`src/rtl/serial_add_pkg.sv`:
```
// serial_add_pkg: shared types and constants
// for the bit-serial add sequencer.
package serial_add_pkg;

  localparam int DEFAULT_WIDTH = 8;

  typedef enum logic [1:0] {
    IDLE = 2'd0,
    ADD  = 2'd1,
    DONE = 2'd2
  } state_t;

endpackage

```
`src/rtl/serial_fa_cell.sv`:
```
// serial_fa_cell: single-bit full adder built
// from two half adders and an OR of their carries.
module serial_ha (
  input  logic a,
  input  logic b,
  output logic s,
  output logic c
);

  assign s = a ^ b;
  assign c = a & b;

endmodule

module serial_fa_cell (
  input  logic a,
  input  logic b,
  input  logic ci,
  output logic s,
  output logic co
);

  logic s0;
  logic c0;
  logic c1;

  serial_ha u_ha0 (
    .a (a),
    .b (b),
    .s (s0),
    .c (c0)
  );

  serial_ha u_ha1 (
    .a (s0),
    .b (ci),
    .s (s),
    .c (c1)
  );

  assign co = c0 | c1;

endmodule

```
`src/rtl/serial_add_ctrl.sv`:
```
// serial_add_ctrl: LSB-first bit-serial adder that
// time-shares one full-adder cell over WIDTH cycles.
module serial_add_ctrl
  import serial_add_pkg::*;
#(
  parameter int WIDTH = DEFAULT_WIDTH
) (
  input  logic             clk,
  input  logic             rst,
  input  logic             start,
  input  logic [WIDTH-1:0] a,
  input  logic [WIDTH-1:0] b,
  output logic             ready,
  output logic             busy,
  output logic             done,
  output logic [WIDTH-1:0] sum,
  output logic             carry_out
);

  localparam int CW = $clog2(WIDTH);
  localparam logic [CW-1:0] LAST = CW'(WIDTH - 1);

  state_t           state;
  state_t           state_nx;
  logic [WIDTH-1:0] sh_a;
  logic [WIDTH-1:0] sh_b;
  logic [WIDTH-1:0] sh_s;
  logic             c;
  logic [CW-1:0]    cnt;
  logic             s;
  logic             co;
  logic             accept;
  logic             last;

  assign accept = (state == IDLE) && start;
  assign last   = (state == ADD) && (cnt == LAST);

  serial_fa_cell u_cell (
    .a  (sh_a[0]),
    .b  (sh_b[0]),
    .ci (c),
    .s  (s),
    .co (co)
  );

  // State register.
  always_ff @(posedge clk) begin
    if (rst) state <= IDLE;
    else     state <= state_nx;
  end

  // Next-state logic; the unused encoding falls back to IDLE.
  always_comb begin
    state_nx = IDLE;
    case (state)
      IDLE:    state_nx = start ? ADD : IDLE;
      ADD:     state_nx = last ? DONE : ADD;
      DONE:    state_nx = IDLE;
      default: state_nx = IDLE;
    endcase
  end

  // Status outputs decoded from the registered state only.
  always_comb begin
    ready = (state == IDLE);
    busy  = (state == ADD) || (state == DONE);
    done  = (state == DONE);
  end

  // Operand/sum shifters, carry flop, bit counter and result registers.
  always_ff @(posedge clk) begin
    if (rst) begin
      sh_a      <= '0;
      sh_b      <= '0;
      sh_s      <= '0;
      c         <= 1'b0;
      cnt       <= '0;
      sum       <= '0;
      carry_out <= 1'b0;
    end else if (accept) begin
      sh_a <= a;
      sh_b <= b;
      sh_s <= '0;
      c    <= 1'b0;
      cnt  <= '0;
    end else if (state == ADD) begin
      sh_a <= sh_a >> 1;
      sh_b <= sh_b >> 1;
      sh_s <= {s, sh_s[WIDTH-1:1]};
      c    <= co;
      cnt  <= cnt + 1'b1;
      if (last) begin
        sum       <= {s, sh_s[WIDTH-1:1]};
        carry_out <= co;
      end
    end
  end

endmodule

```
`config.mk`:
```
export PLATFORM = sky130hd
export DESIGN_NAME = serial_add_ctrl
export DESIGN_NICKNAME = d
export VERILOG_FILES = /design/src/rtl/serial_add_pkg.sv /design/src/rtl/serial_fa_cell.sv /design/src/rtl/serial_add_ctrl.sv
export SDC_FILE = /design/constraint.sdc
export NUM_CORES = 1
export LEC_CHECK = 0
export BUFFER_PORTS_ARGS = -buffer_cell sky130_fd_sc_hd__buf_2
export CAP_MARGIN = 20
export CORE_ASPECT_RATIO = 1.5
export CORE_MARGIN = 4
export CORE_UTILIZATION = 58
export DETAILED_ROUTE_END_ITERATION = 10
export GPL_ROUTABILITY_DRIVEN = 0
export GPL_TIMING_DRIVEN = 0
export PLACE_DENSITY = 0.82
export SYNTH_ARGS = -nofsm -noshare
export SYNTH_HDL_FRONTEND = slang
export SYNTH_HIERARCHICAL = 1
export SYNTH_SLANG_ARGS = --single-unit
export TNS_END_PERCENT = 30
```
`constraint.sdc`:
```
create_clock -name clk -period 3.7 [get_ports clk]
set_input_delay 0.37 -clock clk [delete_from_list [all_inputs] [get_ports clk]]
set_output_delay 0.37 -clock clk [all_outputs]
set_load 0.01 [all_outputs]
```
==> qor.yml, run 1 <==
post_drt_wl_per_cell_um: 13.4
filler_cell_count: 202
multiInputGateArea_um2: 812
dp_hpwl_um: 2590
p_int_mw: 0.781
required_ns: 3.85
netlist_area_mm2: 0.00168
min_path_type: "in -> reg"
tns_ns: 0
report.final.slew_viol_count: 0
num_vias: 1432
ant_nets: 0
cts-hold-fix-buffers: 0
setup.worst_path.class: "reg -> reg"
timing.fmax_mhz: 650
synth_nets: 215
die_area_mm2: 0.00384
start_util_pct: 61.4
ys_types: 24
fin_util_pct: 73.6
netlist_top_cells_area: "dfxtp_1 45%, a21oi_1 7.5%, ha_1 6.0%"
die_w_um: 51.9
drv_cap: 0
yosys_warnings: 6
grt_antenna_before_repair: 0
clk_pin_slew_ns: 0.07
cts_sinks: 38
pwr-share-comb_pct: 14.5
rsz0062_at_grt: "false"
cp-start-kind: "register"
arrival_ns: 1.69
cts_tree: "yes"
ioPinCount: 31
firstDrtPassIters: 4
setup_viol: 0
p_per_area_mw_per_mm2: 506
port_buffers: 29
yosysTopAreaCellShare_pct: 45.3
post-route-period-util_pct: 41.6
ys_seq_area_share_pct: 45.3
area.growth.synth_to_final_pct: 19.9
ir_drop_mv: 0.455
yosys.area.top_type: "dfxtp_1"
drive_gt1_share_pct: 25.3
cp_slowest_cell: "dfxtp_1"
ys_seq_elements: 38
antennaDiodeCount: 0
clock-root-buffer: "clkbuf_8"
max_stage_delay_ns: 0.34
clkPwrFrac_pct: 41.9
cp_cell_sequence: "inv_1, ha_1, buf_4, a21o_1, buf_4, buf_6, nor2_1, a211oi_2"
coreArea_mm2: 0.00273
drc: 0
syn_area_per_cell_um2: 8.92
rows: 23
end_kind: "register"
die_y_um: 73.9
placedCellCount: 254
htreeDepth: 2
path_max_fanout: 10
worst_pin_slew_ns: 0.602
p_sw_share_pct: 23.2
netlist_instances: 188
cts_resized: 0
wirelength_um: 3520
fin_nets: 251
hold_viol: 0
p_leak_nw: 0.848
overflow: 0
cp_common_cell: "buf_4"
pwr-share-seq_pct: 43.7
via_per_inst: 5.47
period_minus_slack_ns: 1.54
max-slew-margin-rel_pct: 59.9
drt_iter0_drc: 31
switchingPower_mw: 0.236
clock_latency_ns: 0.29
grt_pass1_wl_um: 5930
skew_ns: 0.00706
instances_no_fill: 262
track_usage_pct: 20.7
status: "complete, no violations"
grt_pass1_vias: 1405
cts_buffer_depth: 2
regArea_um2: 761
post_cts_buffers: 0
numCtsBuffers: 5
grt_max_degree: 13
metal layers:
metal / track usage, % / wire, um / vias up
met5: 0 / 0 / -
li1: - / - / 718
met2: 39.0 / 1950 / 29
met1: 20.7 / 1380 / 678
met3: 4.46 / 136 / 7
met4: 9.62 / 53 / 0
synth_stat cells:
cell type / number
buf_1: 2
a311oi_1: 1
inv_1: 3
clkbuf_2: 1
a21o_1: 1
a211oi_2: 7
o21ai_0: 10
mux2i_1: 10
a211oi_1: 6
buf_6: 3
and2_0: 1
nand2_1: 21
ha_1: 8
a21oi_4: 1
and2_1: 2
or2_1: 1
nand2b_1: 1
dfxtp_1: 38
nor2_1: 26
buf_2: 5
a21oi_1: 25
buf_4: 3
xnor2_1: 1
nand3_1: 11
registers in the layout, indices dropped and copies added, names as in the netlist:
register	cells
c	1
sum	8
state	2
sh_b	8
sh_a	8
carry_out	1
sh_s	7
cnt	3
worst max-delay path: cells and delay by family (launching register included):
family	cells	cell delay (ns)
and+or+nand+nor	1	0.13
DFF	1	0.34
adders and majority gates	1	0.19
AOI/OAI and AO/OA	2	0.21
buffers and inverters	4	0.55
cell families after synthesis:
group                      count (synthesis)  share of synthesized area (%)
AOI/OAI and AO/OA                         51                           20.3
xor gates and xnor gates                   1                          0.522
adders and majority gates                  8                           5.97
buffers and inverters                     17                           6.26
DFF                                       38                           45.3
muxes                                     10                           5.97
and+or+nand+nor                           63                           15.7
power by group through the flow:
stage	registers (mW)	clock network (mW)	logic (mW)
after floorplan	0.449	0	0.113
after global placement	0.451	0	0.139
after detailed placement	0.453	0	0.146
after CTS	0.444	0.435	0.147
after global routing	0.446	0.449	0.165
final	0.444	0.426	0.147
through the flow:
step | hold WS, ns | total power [mW] | setup WS (ns) | area [um2]
after floorplan | 0.432 | 0.562 | 2.30 | 1680
after global routing | 0.329 | 1.06 | 2.00 | 2010
after global placement | 0.440 | 0.591 | 2.23 | 1870
after CTS | 0.322 | 1.03 | 2.15 | 2010
after detailed placement | 0.453 | 0.600 | 2.15 | 1870
final | 0.329 | 1.02 | 2.16 | 2010
final cells by class:
cell class	instances	area share (%)
buffer	14	4.66
clock buffer	6	4.10
clock inverter	2	2.99
inverter	3	0.560
sequential	38	37.8
multi-input combinational	133	40.4
tap	37	2.30
timing repair buffer	29	7.21
cells in the final DEF (no fill, tap or decap), types with 2 or more instances in the layout:
| cell type | instances |
|---|---|
| nand2_1 | 21 |
| inv_1 | 3 |
| a211oi_1 | 6 |
| and2_1 | 2 |
| bufinv_16 | 2 |
| nor2_1 | 26 |
| clkbuf_8 | 6 |
| dfxtp_1 | 38 |
| buf_1 | 2 |
| a211oi_2 | 7 |
| nand3_1 | 11 |
| o21ai_0 | 10 |
| buf_6 | 3 |
| ha_1 | 8 |
| mux2i_1 | 10 |
| a21oi_1 | 25 |
| buf_2 | 34 |
| buf_4 | 3 |
final timing paths:
check / from / endpoint / slack (ns) / depth (start not counted)
worst max-delay path: state[1] / sh_a[5] / 2.16 / 8
worst min-delay path: b[4] / sh_b[4] / 0.33 / 3
worst max register to register: state[1] / sh_a[5] / 2.16 / 8
worst min register to register: sh_a[7] / sh_a[7] / 0.47 / 2
No activity file was read; power rests on OpenSTA's default activity.
==> run 2: changes to the inputs <==
--- a/config.mk
+++ b/config.mk
@@ -9,11 +9,11 @@
 export CAP_MARGIN = 20
 export CORE_ASPECT_RATIO = 1.5
 export CORE_MARGIN = 4
-export CORE_UTILIZATION = 58
+export CORE_UTILIZATION = 54
 export DETAILED_ROUTE_END_ITERATION = 10
 export GPL_ROUTABILITY_DRIVEN = 0
 export GPL_TIMING_DRIVEN = 0
-export PLACE_DENSITY = 0.82
+export PLACE_DENSITY = 0.77
 export SYNTH_ARGS = -nofsm -noshare
 export SYNTH_HDL_FRONTEND = slang
 export SYNTH_HIERARCHICAL = 1
==> constraint.sdc (replaced) <==
create_clock -name clk -period 1.5 [get_ports clk]
set_input_delay 0.15 -clock clk [delete_from_list [all_inputs] [get_ports clk]]
set_output_delay 0.15 -clock clk [all_outputs]
set_load 0.01 [all_outputs]
==> run 2 against run 1 <==
Against the previous run:
- core utilization shrank 4.0 points
- combinational power grew to 2.7 times the previous value
- critical path depth shrank 2
- register-to-register slack lost 2.1 ns
- critical endpoint is now sh_a[1]
==> qor.yml, run 2 (synthesis gave the netlist of run 1 again) <==
status: "complete, no violations"
via_per_inst: 5.45  # -0.31%
htreeDepth: 2  # unchanged
period_minus_slack_ns: 1.43  # -0.111 ns
grt_pass1_vias: 1439  # +2.4%
clock-root-buffer: "clkbuf_8"
die_area_mm2: 0.00408  # +6.4%
startpoint: "state[0]"
ant_nets: 0  # unchanged
path_max_fanout: 10  # unchanged
hp-start: "b[4]"
ioPinCount: 31  # unchanged
grt_pass1_wl_um: 6270  # +5.7%
coreArea_mm2: 0.00294  # +7.6%
p_leak_nw: 0.842  # -0.82%
skew_ns: 0.0107  # +0.00366 ns
cts-hold-fix-buffers: 0  # unchanged
max-slew-margin-rel_pct: 59.1  # -0.78 points
clk_pin_slew_ns: 0.07  # about the same
area.growth.synth_to_final_pct: 22.1
cp-start-kind: "register"
drv_cap: 0  # unchanged
port_buffers: 29  # unchanged
layout_common_cells: "37 x dfxtp_1, 32 x buf_2, 25 x a21oi_1, 20 x nand2_1, 19 x nor2_1"
timing.fmax_mhz: 701  # +7.8%
post-route-period-util_pct: 95.2  # +54 points
fin_util_pct: 69.6  # -4.0 points
report.final.slew_viol_count: 0  # unchanged
place_area_mm2: 0.00187  # +0.13%
cts_tree: "yes"
clock_latency_ns: 0.29  # about the same
num_vias: 1433  # +0.070%
p_per_area_mw_per_mm2: 1160  # +130%
worst_pin_slew_ns: 0.614  # +0.0117 ns
arrival_ns: 1.64  # -0.05 ns
numCtsBuffers: 5  # unchanged
grt_max_degree: 12  # -1
min_path_type: "in -> reg"
firstDrtPassIters: 4  # unchanged
drive_gt1_share_pct: 31.3  # +5.9 points
drc: 0  # unchanged
rsz0062_at_grt: "true"
track_usage_pct: 20.3  # -0.35 points
r2r_start: "state[0]"
wirelength_um: 3750  # +6.7%
hold_viol: 0  # unchanged
rows: 24  # +4.3%
required_ns: 1.71  # -2.14 ns
dp_hpwl_um: 2620  # +1.2%
start_util_pct: 57.0  # -4.4 points
end_kind: "register"
drt_iter0_drc: 49  # +58%
cts_buffer_depth: 2  # unchanged
setup.worst_path.class: "reg -> reg"
cts_sinks: 38  # unchanged
holdWs_ns: 0.0987  # -0.231 ns
fin_nets: 251  # unchanged
die_w_um: 53.5  # +3.1%
final_common_cell: "dfxtp_1"
ir_drop_mv: 1.03  # +130%
grt_antenna_before_repair: 0  # unchanged
overflow: 0  # unchanged
post_drt_wl_per_cell_um: 14.3  # +6.3%
antennaDiodeCount: 0  # unchanged
setup_viol: 0  # unchanged
final_area_mm2: 0.00205  # +1.8%
largestRegisters: "sh_a (8), sh_b (8), sum (8)"
die_y_um: 76.3  # +3.2%
run 2: final timing paths:
kind / cells after the start / slack [ns] / end
setup / recovery: 6 / 0.07 / sh_a[1]
hold / removal: 3 / 0.1 / sh_b[4]
setup reg to reg: 6 / 0.07 / sh_a[1]
hold reg to reg: 2 / 0.47 / sh_a[7]
run 2: routing by layer:
layer	global-route usage [%]	up-vias	routed length, um
met5	0	-	0
met4	6.91	0	66
met3	5.28	7	140
met2	36.4	26	2080
met1	21.9	684	1460
li1	-	716	-
run 2: worst max-delay path, cell delays in order (launching register included):
cell and delay, ns:
dfxtp_1 0.33, inv_1 0.08, ha_2 0.20, nand2_1 0.17
clkbuf_4 0.25, a21oi_1 0.10, a211oi_2 0.22
run 2: final cells by class:
type | instances | area (um2)
buffer | 13 | 105
clock buffer | 6 | 82.6
clock inverter | 1 | 30.0
fill | 275 | 895
inverter | 3 | 11.3
multi-input combinational | 133 | 856
sequential | 38 | 762
tap | 39 | 48.8
timing repair buffer | 30 | 153
run 2: timing repair:
action | in CTS | in global routing
setup buffers | 0 | 1
gates resized for setup | 3 | 19
endpoints found under the setup margin | 13 | 32
run 2: through the flow:
stage          total power, mW  worst slack [ns]  std cells  setup TNS, ns
2_1_floorplan             1.39             0.101        188              0
3_3_place_gp              1.46           0.00702        256              0
3_5_place_dp              1.48           -0.0808        256         -0.778
4_1_cts                   2.35           -0.0384        263        -0.0384
5_1_grt                   2.50           -0.0358        263        -0.0939
6_report                  2.38            0.0725        263              0
run 2: where the power goes:
group | switching (mW) | internal [mW]
combinational | 0.224 | 0.176
clock | 0.345 | 0.532
sequential | 0.0350 | 1.06
==> run 3: changes to the inputs <==
--- a/config.mk
+++ b/config.mk
@@ -9,11 +9,11 @@
 export CAP_MARGIN = 20
 export CORE_ASPECT_RATIO = 1.5
 export CORE_MARGIN = 4
-export CORE_UTILIZATION = 54
+export CORE_UTILIZATION = 49
 export DETAILED_ROUTE_END_ITERATION = 10
 export GPL_ROUTABILITY_DRIVEN = 0
 export GPL_TIMING_DRIVEN = 0
-export PLACE_DENSITY = 0.77
+export PLACE_DENSITY = 0.73
 export SYNTH_ARGS = -nofsm -noshare
 export SYNTH_HDL_FRONTEND = slang
 export SYNTH_HIERARCHICAL = 1
==> constraint.sdc (replaced) <==
create_clock -name clk -period 1.3 [get_ports clk]
set_input_delay 0.13 -clock clk [delete_from_list [all_inputs] [get_ports clk]]
set_output_delay 0.13 -clock clk [all_outputs]
set_load 0.01 [all_outputs]
==> run 3 against run 2 <==
Against the previous run:
- the flow now finishes with violations (setup timing)
- flip-flop and latch count stayed put
- hold slack worse by 0.018 ns
- count of clock-buffer cells in the layout is 1 lower
- critical path depth is 1 higher
==> qor.yml, run 3 (synthesis gave the netlist of run 1 again) <==
status: "complete, but fails checks"
violations: "setup timing"
p_int_mw: 2.11  # +19%
cts_tree: "yes"
period_minus_slack_ns: 1.40  # -0.0235 ns
regArea_um2: 769  # +0.99%
wirelength_um: 4280  # +14%
largestRegisters: "sh_a (8), sh_b (8), sum (8)"
clock_latency_ns: 0.30  # about the same
fin_util_pct: 72.4  # +2.8 points
path_max_fanout: 5  # -5
drc: 0  # unchanged
track_usage_pct: 20.1  # -0.28 points
start_util_pct: 52.1  # -4.9 points
via_per_inst: 5.56  # +2.1%
p_leak_nw: 0.932  # +11%
ant_nets: 0  # unchanged
required_ns: 1.52  # -0.19 ns
cts_sinks: 38  # unchanged
pwr-share-seq_pct: 43.9  # -2.4 points
tns_ns: -1.08  # -1.08 ns
r2r_start: "state[0]"
min_path_type: "in -> reg"
cp-start-kind: "register"
drt_iter0_drc: 58  # +18%
grt_max_degree: 14  # +2
layout_common_cells: "33 x dfxtp_1, 32 x buf_2, 19 x nor2_1, 17 x nand2_1, 14 x a21oi_1"
cts-hold-fix-buffers: 0  # unchanged
final_common_cell: "dfxtp_1"
max-slew-margin-rel_pct: 53.5  # -5.6 points
place_area_mm2: 0.00191  # +2.1%
clock-root-buffer: "clkbuf_8"
rows: 25  # +4.2%
rsz0062_at_grt: "true"
dp_hpwl_um: 2660  # +1.3%
holdWs_ns: 0.0809  # -0.0178 ns
cp-endpoint: "sh_b[0]"
num_vias: 1530  # +6.8%
clk_pin_slew_ns: 0.08  # about the same
worst_pin_slew_ns: 0.698  # +0.0843 ns
pwr-share-comb_pct: 21.5  # +4.7 points
reg2reg_slack_ns: -0.10  # -0.18 ns
final_area_mm2: 0.00233  # +14%
filler_cell_count: 235  # -15%
htreeDepth: 2  # unchanged
grt_antenna_before_repair: 0  # unchanged
grt_pass1_vias: 1574  # +9.4%
antennaDiodeCount: 0  # unchanged
fin_nets: 261  # +4.0%
coreArea_mm2: 0.00322  # +9.5%
hold_viol: 0  # unchanged
die_y_um: 79.7  # +4.5%
clkPwrFrac_pct: 34.6  # -2.3 points
ioPinCount: 31  # unchanged
setup.worst_path.class: "reg -> reg"
numCtsBuffers: 5  # unchanged
area.growth.synth_to_final_pct: 39.0
firstDrtPassIters: 4  # unchanged
grt_pass1_wl_um: 6970  # +11%
cts_buffer_depth: 2  # unchanged
worstReg2RegEnd: "sh_b[0]"
post_drt_wl_per_cell_um: 15.6  # +9.0%
timing.fmax_mhz: 712  # +1.7%
p_sw_share_pct: 28.0  # +2.6 points
die_area_mm2: 0.00444  # +8.9%
post-route-period-util_pct: 108  # +13 points
startpoint: "state[0]"
report.final.slew_viol_count: 0  # unchanged
p_per_area_mw_per_mm2: 1260  # +8.3%
drive_gt1_share_pct: 47.2  # +16 points
overflow: 0  # unchanged
switchingPower_mw: 0.821  # +36%
skew_ns: 0.00451  # -0.00622 ns
die_w_um: 55.8  # +4.2%
drv_cap: 0  # unchanged
multiInputGateArea_um2: 983  # +15%
setup_viol: 19  # +19
ir_drop_mv: 1.01  # -1.1%
setup_ws_ns: -0.104  # -0.176 ns
reg2regPathDepth: 7  # +1
arrival_ns: 1.62  # -0.02 ns
end_kind: "register"
port_buffers: 29  # unchanged
## run 3: cell types whose count changed in the layout (fill, tap and decap cells not counted), moves of 4 or more
cell / change
buf_4: +5
a21oi_1: -11
a211oi_1: -4
dfxtp_1: -4
a21oi_2: +11
o21ai_1: +5
ha_4: +4
a211oi_2: +4
o21ai_0: -6
## run 3: routing by layer
| metal | vias to the layer above | share of wire [%] | track usage, % |
|---|---|---|---|
| li1 | 738 | - | - |
| met1 | 744 | 38 | 19.2 |
| met2 | 39 | 55 | 37.4 |
| met3 | 9 | 3.7 | 6.31 |
| met5 | - | 0 | 0 |
| met4 | 0 | 2.4 | 10.9 |
## run 3: power by group through the flow
stage / Combinational (mW) / Sequential [mW] / Clock (mW)
global placement: 0.425 / 1.29 / 0
finish: 0.631 / 1.29 / 1.01
detailed placement: 0.441 / 1.29 / 0
global route: 0.684 / 1.29 / 1.09
floorplan: 0.344 / 1.28 / 0
CTS: 0.520 / 1.27 / 1.03
## run 3: area by class of cell
cell class / instances / area share [%]
sequential: 38 / 33.0
buffer: 12 / 4.94
clock buffer: 5 / 2.95
timing repair buffer: 41 / 12.1
inverter: 3 / 0.805
multi-input combinational: 133 / 42.2
tap: 40 / 2.15
clock inverter: 3 / 1.93
## run 3: worst min path at each step
| stage | cells after the start | end | from | slack [ns] |
|---|---|---|---|---|
| 2_1_floorplan | 2 | sh_b[0] | b[0] | 0.27 |
| 3_3_place_gp | 3 | sh_b[3] | b[3] | 0.38 |
| 3_5_place_dp | 3 | sh_b[1] | b[1] | 0.38 |
| 4_1_cts | 3 | sh_b[1] | b[1] | 0.07 |
| 5_1_grt | 3 | sh_a[0] | a[0] | 0.09 |
| 6_report | 3 | sh_b[7] | b[7] | 0.08 |
## run 3: per-stage QoR
| stage | power [mW] | cells | worst slack [ns] |
|---|---|---|---|
| 2_1_floorplan | 1.63 | 188 | -0.0155 |
| 3_3_place_gp | 1.71 | 257 | -0.127 |
| 3_5_place_dp | 1.74 | 257 | -0.183 |
| 4_1_cts | 2.83 | 271 | -0.0852 |
| 5_1_grt | 3.07 | 275 | -0.173 |
| 6_report | 2.93 | 275 | -0.104 |
## run 3: worst max-delay path, stage by stage, from the launching register on
cell	delay, ns
dfxtp_4	0.38
inv_6	0.05
ha_4	0.17
buf_6	0.11
a21oi_4	0.21
buf_6	0.15
a21oi_2	0.04
a211oi_2	0.21
## run 3: repair_timing
action | CTS | global route
gates cloned | 1 | 3
gates resized for setup | 22 | 37
setup endpoints to repair | 32 | 37
buffers inserted | 7 | 1
pin swaps | 7 | 16
endpoints found under the hold margin | 0 | 0
